## src/rtl/addr_bus_arbiter.sv

```systemverilog
// Round-robin arbiter for the shared 16-bit address bus.
// It picks one of seven address sources, drives the bus source selector, and
// returns a one-hot grant. A requester that asserts lock can keep the bus,
// but a hold-time watchdog takes the bus back if the requester holds it too long.
module addr_bus_arbiter #(
    parameter int N_REQ          = 7,
    parameter int SELECTOR_WIDTH = 4,
    parameter int MAX_HOLD       = 8
) (
    input  logic                      clk,
    input  logic                      reset_n,      // active-high asynchronous reset
    input  logic [N_REQ-1:0]          req,
    input  logic [N_REQ-1:0]          lock,
    output logic [N_REQ-1:0]          gnt,
    output logic [SELECTOR_WIDTH-1:0] in_selector,
    output logic                      bus_busy,
    output logic                      timeout_err
);

    localparam int PTR_W = (N_REQ > 1) ? $clog2(N_REQ) : 1;
    localparam logic [PTR_W:0]   N_REQ_W   = (PTR_W + 1)'(N_REQ);
    localparam logic [PTR_W-1:0] LAST_IDX  = PTR_W'(N_REQ - 1);
    localparam logic [7:0]       HOLD_LAST = 8'(MAX_HOLD - 1);

    typedef enum logic {IDLE, OWN} state_t;

    state_t                    state_reg;
    logic [PTR_W-1:0]          rr_ptr_reg;
    logic [PTR_W-1:0]          owner_reg;
    logic [7:0]                hold_cnt_reg;
    logic [N_REQ-1:0]          gnt_reg;
    logic [SELECTOR_WIDTH-1:0] sel_reg;
    logic                      timeout_reg;

    // Requests rotated so that offset 0 corresponds to the round-robin pointer.
    logic [PTR_W-1:0] cand_idx [N_REQ];
    logic [N_REQ-1:0] rot_req;

    logic             win_found;
    logic [PTR_W-1:0] win_idx;
    logic [PTR_W-1:0] next_ptr;
    logic             owner_locked;
    logic             keep_owner;
    logic             timed_out;

    // Map a requester index to its bus source code. Unknown indices park the bus on source 0.
    function automatic logic [SELECTOR_WIDTH-1:0] sel_code(input logic [PTR_W-1:0] idx);
        case (idx)
            PTR_W'(0): sel_code = SELECTOR_WIDTH'(1);   // pc
            PTR_W'(1): sel_code = SELECTOR_WIDTH'(2);   // sp
            PTR_W'(2): sel_code = SELECTOR_WIDTH'(7);   // mem
            PTR_W'(3): sel_code = SELECTOR_WIDTH'(8);   // imm
            PTR_W'(4): sel_code = SELECTOR_WIDTH'(9);   // fetch
            PTR_W'(5): sel_code = SELECTOR_WIDTH'(10);  // decode
            PTR_W'(6): sel_code = SELECTOR_WIDTH'(11);  // alu
            default:   sel_code = '0;
        endcase
    endfunction

    generate
        for (genvar gi = 0; gi < N_REQ; gi++) begin : g_rotate
            logic [PTR_W:0] idx_sum;
            assign idx_sum = {1'b0, rr_ptr_reg} + (PTR_W + 1)'(gi);
            // Wrap the sum back into the range 0..N_REQ-1. The sum never reaches 2*N_REQ.
            assign cand_idx[gi] = (idx_sum >= N_REQ_W) ? PTR_W'(idx_sum - N_REQ_W)
                                                       : PTR_W'(idx_sum);
            assign rot_req[gi]  = req[cand_idx[gi]];
        end
    endgenerate

    // Select the first requester at or after the pointer. The downward scan lets the lowest offset win.
    always_comb begin
        win_found = 1'b0;
        win_idx   = '0;
        for (int i = N_REQ - 1; i >= 0; i--) begin
            if (rot_req[i]) begin
                win_found = 1'b1;
                win_idx   = cand_idx[i];
            end
        end
    end

    // Compute the next pointer position and decide whether the current owner keeps the bus.
    always_comb begin
        next_ptr     = (win_idx == LAST_IDX) ? '0 : win_idx + PTR_W'(1);
        owner_locked = req[owner_reg] && lock[owner_reg];
        keep_owner   = owner_locked && (hold_cnt_reg < HOLD_LAST);
        timed_out    = owner_locked && (hold_cnt_reg >= HOLD_LAST);
    end

    // Arbitration FSM: track the owner and the hold count, and register all outputs.
    always_ff @(posedge clk or posedge reset_n) begin
        if (reset_n) begin
            state_reg    <= IDLE;
            rr_ptr_reg   <= '0;
            owner_reg    <= '0;
            hold_cnt_reg <= '0;
            gnt_reg      <= '0;
            sel_reg      <= '0;
            timeout_reg  <= 1'b0;
        end else begin
            // The watchdog pulse lines up with the first cycle after the forced release.
            timeout_reg <= (state_reg == OWN) && timed_out;
            if (state_reg == OWN && keep_owner) begin
                hold_cnt_reg <= hold_cnt_reg + 8'd1;
            end else if (win_found) begin
                state_reg    <= OWN;
                owner_reg    <= win_idx;
                rr_ptr_reg   <= next_ptr;
                hold_cnt_reg <= '0;
                gnt_reg      <= N_REQ'(1) << win_idx;
                sel_reg      <= sel_code(win_idx);
            end else begin
                state_reg    <= IDLE;
                hold_cnt_reg <= '0;
                gnt_reg      <= '0;
                sel_reg      <= '0;
            end
        end
    end

    assign gnt         = gnt_reg;
    assign in_selector = sel_reg;
    assign bus_busy    = |gnt_reg;
    assign timeout_err = timeout_reg;

    // Structural invariants on the grant outputs.
    a_gnt_onehot0: assert property (@(posedge clk) disable iff (reset_n) $onehot0(gnt));
    a_sel_idle:    assert property (@(posedge clk) disable iff (reset_n)
                                    ((in_selector == '0) == (gnt == '0)));
    a_busy:        assert property (@(posedge clk) disable iff (reset_n) (bus_busy == |gnt));

endmodule

```

## config.mk

```make
export PLATFORM = sky130hd
export DESIGN_NAME = addr_bus_arbiter
export DESIGN_NICKNAME = d
export VERILOG_FILES = /design/src/rtl/addr_bus_arbiter.sv
export SDC_FILE = /design/constraint.sdc
export NUM_CORES = 1
export LEC_CHECK = 0
export CAP_MARGIN = 20
export CELL_PAD_IN_SITES_DETAIL_PLACEMENT = 1
export CELL_PAD_IN_SITES_GLOBAL_PLACEMENT = 2
export CORE_MARGIN = 2
export CORE_UTILIZATION = 32
export CTS_BUF_LIST = sky130_fd_sc_hd__clkbuf_16
export CTS_CLUSTER_DIAMETER = 150
export CTS_CLUSTER_SIZE = 40
export DETAILED_ROUTE_END_ITERATION = 7
export GPL_ROUTABILITY_DRIVEN = 0
export HOLD_SLACK_MARGIN = 0.03
export MAX_ROUTING_LAYER = met4
export PLACE_DENSITY = 0.86
export REMOVE_ABC_BUFFERS = 1
export SYNTH_ARGS = -nofsm -noshare
export SYNTH_HDL_FRONTEND = slang
export SYNTH_SLANG_ARGS = --single-unit
```

## constraint.sdc

```tcl
create_clock -name clk -period 4.3 [get_ports clk]
set_clock_uncertainty 0.15 [all_clocks]
set_input_delay 0.645 -clock clk [delete_from_list [all_inputs] [get_ports clk]]
set_output_delay 0.645 -clock clk [all_outputs]
set_load 0.03 [all_outputs]
```

**Yosys cells after proc, flatten, opt, wreduce, memory -nomap -nowiden**

Index checks and enable logic that the tools add are counted.

- Register bits: 27
- Bits of input ports: 16
- Output and inout port bits: 13
- Word-level logic and storage cells: 100

- Add/subtract/negate cells: 15
- Magnitude comparators: 17
- Equal/unequal tests: 6
- Shift-type cells: 1
- Mux-type cells: 45
- Bitwise gates (word level): 1
- Reductions and logical operators: 8

Operators by type and width:

| cell | count |
|---|---|
| 2-to-1 mux 3 bit | 15 |
| less-than comparator 3 x 4 -> 1 bit, second input constant | 8 |
| one-hot mux 4 bit (7 select lines) | 1 |
| binary-select mux 1 bit (select 3 bit) | 9 |
| greater-or-equal comparator 4 x 3 -> 1 bit, second input constant | 6 |
| subtractor 3 bit, second input constant | 7 |
| 2-to-1 mux 1 bit | 17 |
| adder 3 x 3 -> 4 bit, second input constant | 3 |
| == test 3 bit, second input constant | 3 |
| adder 3 x 2 -> 4 bit, second input constant | 2 |
| adder 8 x 1 -> 8 bit, second input constant | 1 |
| greater-or-equal comparator 8 x 3 -> 1 bit, second input constant | 1 |
| less-than comparator 8 x 3 -> 1 bit, second input constant | 1 |
| 2-to-1 mux 8 bit | 1 |
| 2-to-1 mux 7 bit | 1 |
| OR reduction 7 bit | 1 |
| left shift 1 x 3 -> 7 bit, first input constant | 1 |
| == test 3 x 2 -> 1 bit, second input constant | 2 |
| logical AND 1 bit | 5 |
| adder 3 x 1 -> 4 bit, second input constant | 1 |
| 2-to-1 mux 4 bit | 1 |
| adder 3 x 1 -> 3 bit, second input constant | 1 |
| == test 3 x 1 -> 1 bit, second input constant | 1 |
| greater-or-equal comparator 3 bit, second input constant | 1 |
| 3 further kinds | 3 |

**Logic depth before layout (Yosys ltp)**

- Word-level depth: 15
- Depth in mapped cells: 19
- Depth with buffers taken out: 16

**Worst setup path before layout**

No wires, ideal clock.

- Path type: register to register
- Start point: register rr_ptr_reg[2]
- End point: register sel_reg[3] (netlist: in_selector[3])
- Setup time: 131 ps
- Arrival: 3,873 ps
- Setup slack: 146 ps
- Stages on the path, launching flop included: 16
- Path buffers: 2
- Period minus slack after synthesis: 4,154 ps
- Cells stage by stage: dfrtp_1 -> clkbuf_1 -> inv_1 -> ha_1 -> nor2b_4 -> buf_6 -> or3_4 -> mux2_4 -> o21ai_2 -> o221ai_2 -> or3_1 -> a311o_1 -> and3_1 -> ha_1 -> o32ai_1 -> a21oi_1

- Cells in the longest elaborated chain, start to end: 15
- Elaborated cells on any way between the ends: 64
- Classes of those cells: add/sub: 13; order compare: 7; eq/ne: 6; mux: 37; reduce/logical: 1

Ends and longest elaborated chain:

| what | line | RTL |
|---|---|---|
| start, declared | 28 | `logic [PTR_W-1:0] rr_ptr_reg;` |
| start signal, assigned | 109 | `rr_ptr_reg <= next_ptr;` |
| adder 3 x 3 -> 4 bit | 63 | `assign idx_sum = {1'b0, rr_ptr_reg} + (PTR_W + 1)'(gi);` |
| greater-or-equal comparator 4 x 3 -> 1 bit / subtractor 3 bit (equally long branches) | 65 | `assign cand_idx[gi] = (idx_sum >= N_REQ_W) ? PTR_W'(idx_sum - N_REQ_W)` |
| 2-to-1 mux 3 bit | 65 |  |
| binary-select mux 1 bit (select 3 bit) | 67 | `assign rot_req[gi] = req[cand_idx[gi]];` |
| 2-to-1 mux 1 bit (not written as such) | 67 |  |
| 2-to-1 mux 3 bit (7 in a row) | 76 | `if (rot_req[i]) begin` |
| == test 3 bit (tied with other cells) | 48 | `case (idx)` |
| one-hot mux 4 bit (7 select lines) | 48 |  |
| 2-to-1 mux 4 bit * | 106 | `end else if (win_found) begin` |
| end signal, assigned | 112 | `sel_reg <= sel_code(win_idx);` |
| end, declared | 32 | `logic [SELECTOR_WIDTH-1:0] sel_reg;` |

Mark *: on every way between the ends. The rest lies on a longest branch, timed or not. The select of a mux whose other input is x is not followed.
A chain may end at the register's enable or synchronous reset.

**Final worst setup path**

- Start point: register rr_ptr_reg[0]
- End point: register rr_ptr_reg[1]

- Cells in the longest elaborated chain, start to end: 14
- Elaborated cells on any way between the ends: 59
- Classes of those cells: add/sub: 14; order compare: 7; eq/ne: 1; mux: 36; reduce/logical: 1

Ends and longest elaborated chain:

| what | line | RTL |
|---|---|---|
| adder 3 x 3 -> 4 bit | 63 |  |
| greater-or-equal comparator 4 x 3 -> 1 bit / subtractor 3 bit (equally long branches) | 65 |  |
| 2-to-1 mux 3 bit | 65 |  |
| binary-select mux 1 bit (select 3 bit) | 67 |  |
| 2-to-1 mux 1 bit (not written as such) | 67 |  |
| 2-to-1 mux 3 bit (6 in a row) | 76 |  |
| 2-to-1 mux 3 bit * | 76 |  |
| via win_idx[0] | 40 | `logic [PTR_W-1:0] win_idx;` |
| adder 3 x 1 -> 3 bit / == test 3 bit (equally long branches) | 85 | `next_ptr = (win_idx == LAST_IDX) ? '0 : win_idx + PTR_W'(1);` |
| 2-to-1 mux 3 bit * | 85 |  |

Mark *: on every way through the listed nets, which the timed path passes. The rest lies on a longest branch. The select of a mux whose other input is x is not followed.

==> impl_metrics.tcl <==
set metrics [dict create \
    criticalPathCategory "flip-flop to flip-flop" \
    wl_um 10580 \
    top_signal_layer_used "met4" \
    wl_met1_um 4971 \
    maxSlewViolCount 0 \
    synth_async_sr_flop_share_pct 100.0 \
    area_share_of_fa_ha_maj_cells_after_synthesis_pct 7.879 \
    drv_cap 0 \
    worst-path-max-fanout 14 \
    yosys.area.top_type_share_pct 21.34 \
    synth.ff_latch_count 26 \
    avg_synthesized_cell_area_sq_um 8.088 \
    slew_of_the_pin_with_the_lowest_slew_margin_ps 976.2 \
    first_iter_violations 135 \
    post-synth-top-area-cell "sky130_fd_sc_hd__dfrtp_1" \
    placed_cells 540 \
    first_global_vias 3272 \
    drc 0 \
    dr_total_vias 3130 \
    final_layout_fill_cell_count 1103 \
    hold_slack_ps 329.4 \
    area_growth_pct 23.23 \
    pre_cts_slack_ps 51.44 \
    coreArea_sq_um 9240 \
    max_stage_delay_ps 450 \
    syn_area_sq_um 3049 \
    place.detailed.hpwl_um 8005 \
    result_of_the_run "finished, final reports clean" \
    largest_reg_flops 8 \
    io_pins 29 \
    grt_usage_pct 21.51 \
    dominantRegCellSynth "sky130_fd_sc_hd__dfrtp_1" \
    finalWorstSetupSlack_ps 193.2 \
    synth_sequential_area_ratio_pct 21.34 \
    synthXorXnorAreaFrac_pct 1.436 \
    ys.warnings.count 0 \
    dominant_combinational_cell_family_by_area_after_synthesis "compound AO/OA/AOI/OAI gates" \
    antenna-diode-count 0 \
    finalHoldViolations 0 \
    post_drt_via_cell_ratio 5.733 \
    initial_core_util_pct 33.00 \
    clock_insertion_delay_worst_skew_ps 260 \
    top_delay_family_on_crit_path "compound AO/OA/AOI/OAI gates" \
    max-slew-margin-rel_pct 34.85 \
    core.rowCount 35 \
    first_pass_grt_wire_length_um 17280 \
    cts-hold-fix-buffers 0 \
    fin_crit_sh_pct 95.51 \
    route.met3.wl_um 340 \
    yosysUniqueCellTypes 76 \
    post_synth_main_area_contributors "sky130_fd_sc_hd__dfrtp_1 21%, sky130_fd_sc_hd__mux2i_1 7.2%, sky130_fd_sc_hd__ha_1 6.6%" \
    overflow 0 \
    setup.worst_path.start_class "flip-flop" \
    drtPass1Iterations 4 \
    cts-root-buf "sky130_fd_sc_hd__clkbuf_16" \
    num-nets-final 452 \
    worstPathCellList "buf_4, ha_1, fa_2, or3b_2, a21o_1, a21oi_2, a211oi_1, buf_4, a211oi_1, a21boi_0, a211oi_2, buf_4, buf_4, ha_1, inv_1, nor2_1, a31oi_1, a21oi_1" \
    tritoncts "yes" \
    die_outline_area_sq_um 10330 \
    cts_buffers 3 \
    crit_required_ps 4340 \
    clk_pin_slew_worst_paths_ps 60 \
    cp.arrival_ps 4140 \
    cts.sinks 26 \
    element_type_at_the_critical_path_end "flip-flop" \
    place.port_buffers 28 \
    fin_setup_tns_ps 0 \
    timing.critical_path.buf_inv 5 \
    share_of_post_route_cells_with_drive_strength_above_1_pct 16.55 \
    synth_simple_gate_area_share_pct 23.64 \
    hold_path_class "flip-flop to flip-flop" \
    die_height_um 101.6 \
    cpMaxStageDelayCell "sky130_fd_sc_hd__or3b_2" \
    layout_min_cycle_time_ps 4107 \
    ant_nets 0 \
    cells_after_synthesis 377 \
    route.detailed.wl_per_inst_um 19.38 \
    ctsLongestPathBuffers 2 \
    die_span_in_x_um 101.6 \
    ctsHtreeMaxLevel 1 \
    post_layout_nonfiller_instances 546 \
    maximum_number_of_pins_on_one_net_before_global_route_repair 33 \
    antenna_violations_before_repair 0 \
    synth_compound_gate_area_share_pct 28.60 \
    max_freq_mhz 243.5 \
    synth.mux.area_fraction_pct 9.930 \
    timing.critical_path.mode_cell "sky130_fd_sc_hd__buf_4" \
    detailroute.wirelength.met2_um 5077 \
    synth_enable_flop_cells 0 \
    report.final.setup_viol 0 \
]
## cells by family after synthesis
family | after synthesis
fa+ha+maj | 18
simple gates | 134
flops | 26
mux | 29
xor+xnor | 5
buf+inv | 47
other cells | 1
compound gates | 117
## cell type report
type / instances / area (sq um) / share of cell area, %
Sequential cell: 26 / 650.6 / 17.32
Timing Repair Buffer: 63 / 555.5 / 14.79
Clock inverter: 1 / 30.03 / 0.7992
Inverter: 17 / 63.81 / 1.698
Multi-Input combinational cell: 307 / 2221 / 59.11
Clock buffer: 3 / 75.07 / 1.998
Tap cell: 129 / 161.4 / 4.296
## placed cells by master, fill, tap and decap left out, types with 4 or more instances in the layout
cell / synthesis / routed
sky130_fd_sc_hd__buf_4: 2 / 34
sky130_fd_sc_hd__nor2_1: 28 / 28
sky130_fd_sc_hd__nand2_1: 28 / 28
sky130_fd_sc_hd__clkdlybuf4s50_1: 0 / 28
sky130_fd_sc_hd__dfrtp_1: 26 / 26
sky130_fd_sc_hd__a21oi_1: 26 / 24
sky130_fd_sc_hd__mux2i_1: 22 / 21
sky130_fd_sc_hd__ha_1: 16 / 16
sky130_fd_sc_hd__inv_1: 14 / 14
sky130_fd_sc_hd__o21ai_0: 13 / 12
sky130_fd_sc_hd__nand3_1: 11 / 11
sky130_fd_sc_hd__nand2b_1: 9 / 9
sky130_fd_sc_hd__and2_1: 9 / 9
sky130_fd_sc_hd__nor4_1: 7 / 7
sky130_fd_sc_hd__a21o_1: 6 / 6
sky130_fd_sc_hd__nor2b_1: 6 / 6
sky130_fd_sc_hd__and3_1: 6 / 6
sky130_fd_sc_hd__a211oi_1: 6 / 6
sky130_fd_sc_hd__a21boi_0: 6 / 5
sky130_fd_sc_hd__mux2_2: 5 / 5
sky130_fd_sc_hd__a211o_1: 5 / 5
sky130_fd_sc_hd__nor3_1: 6 / 5
sky130_fd_sc_hd__a32o_1: 5 / 5
sky130_fd_sc_hd__o32ai_1: 5 / 4
sky130_fd_sc_hd__or2_2: 4 / 4
sky130_fd_sc_hd__conb_1: 1 / 4
## per-stage QoR
stage	util (%)	instance area, sq um
2_1_floorplan	-	2909
3_3_place_gp	39.08	3611
3_5_place_dp	39.08	3611
4_1_cts	40.22	3716
5_1_grt	40.66	3757
6_report	40.66	3757
## cells in the mapped netlist (5+ instances only)
cell type	n
sky130_fd_sc_hd__a211o_1	5
sky130_fd_sc_hd__a211oi_1	6
sky130_fd_sc_hd__a21boi_0	6
sky130_fd_sc_hd__a21o_1	6
sky130_fd_sc_hd__a21oi_1	26
sky130_fd_sc_hd__a32o_1	5
sky130_fd_sc_hd__and2_1	9
sky130_fd_sc_hd__and3_1	6
sky130_fd_sc_hd__buf_2	13
sky130_fd_sc_hd__clkbuf_1	13
sky130_fd_sc_hd__dfrtp_1	26
sky130_fd_sc_hd__ha_1	16
sky130_fd_sc_hd__inv_1	14
sky130_fd_sc_hd__mux2_2	5
sky130_fd_sc_hd__mux2i_1	22
sky130_fd_sc_hd__nand2_1	28
sky130_fd_sc_hd__nand2b_1	9
sky130_fd_sc_hd__nand3_1	11
sky130_fd_sc_hd__nor2_1	28
sky130_fd_sc_hd__nor2b_1	6
sky130_fd_sc_hd__nor3_1	6
sky130_fd_sc_hd__nor4_1	7
sky130_fd_sc_hd__o21ai_0	13
sky130_fd_sc_hd__o32ai_1	5
## routing by layer
metal  track usage (%)  vias to the layer above
met5                 -                        -
met4             4.782                        0
met3             1.380                       16
met2             35.68                       77
met1             28.80                     1566
li1                  -                     1471
## worst paths after layout
kind / startpoint / endpoint / slack [ps] / cells after the start
max: rr_ptr_reg[0] / rr_ptr_reg[1] / 190 / 18
min: hold_cnt_reg[0] / hold_cnt_reg[0] / 330 / 1
max reg2reg: rr_ptr_reg[0] / rr_ptr_reg[1] / 190 / 18
min reg2reg: hold_cnt_reg[0] / hold_cnt_reg[0] / 330 / 1
max in group asynchronous: reset_n / hold_cnt_reg[4] / 2640 / 2
min in group asynchronous: reset_n / in_selector[3] / 760 / 2
## what timing repair did
item,in CTS,in global routing
gates resized for setup,0,8
setup endpoints to repair,0,7
setup buffers,0,2
Power is not shown: default switching activity piles up to over one toggle a cycle in this logic, so the estimate is an artifact.
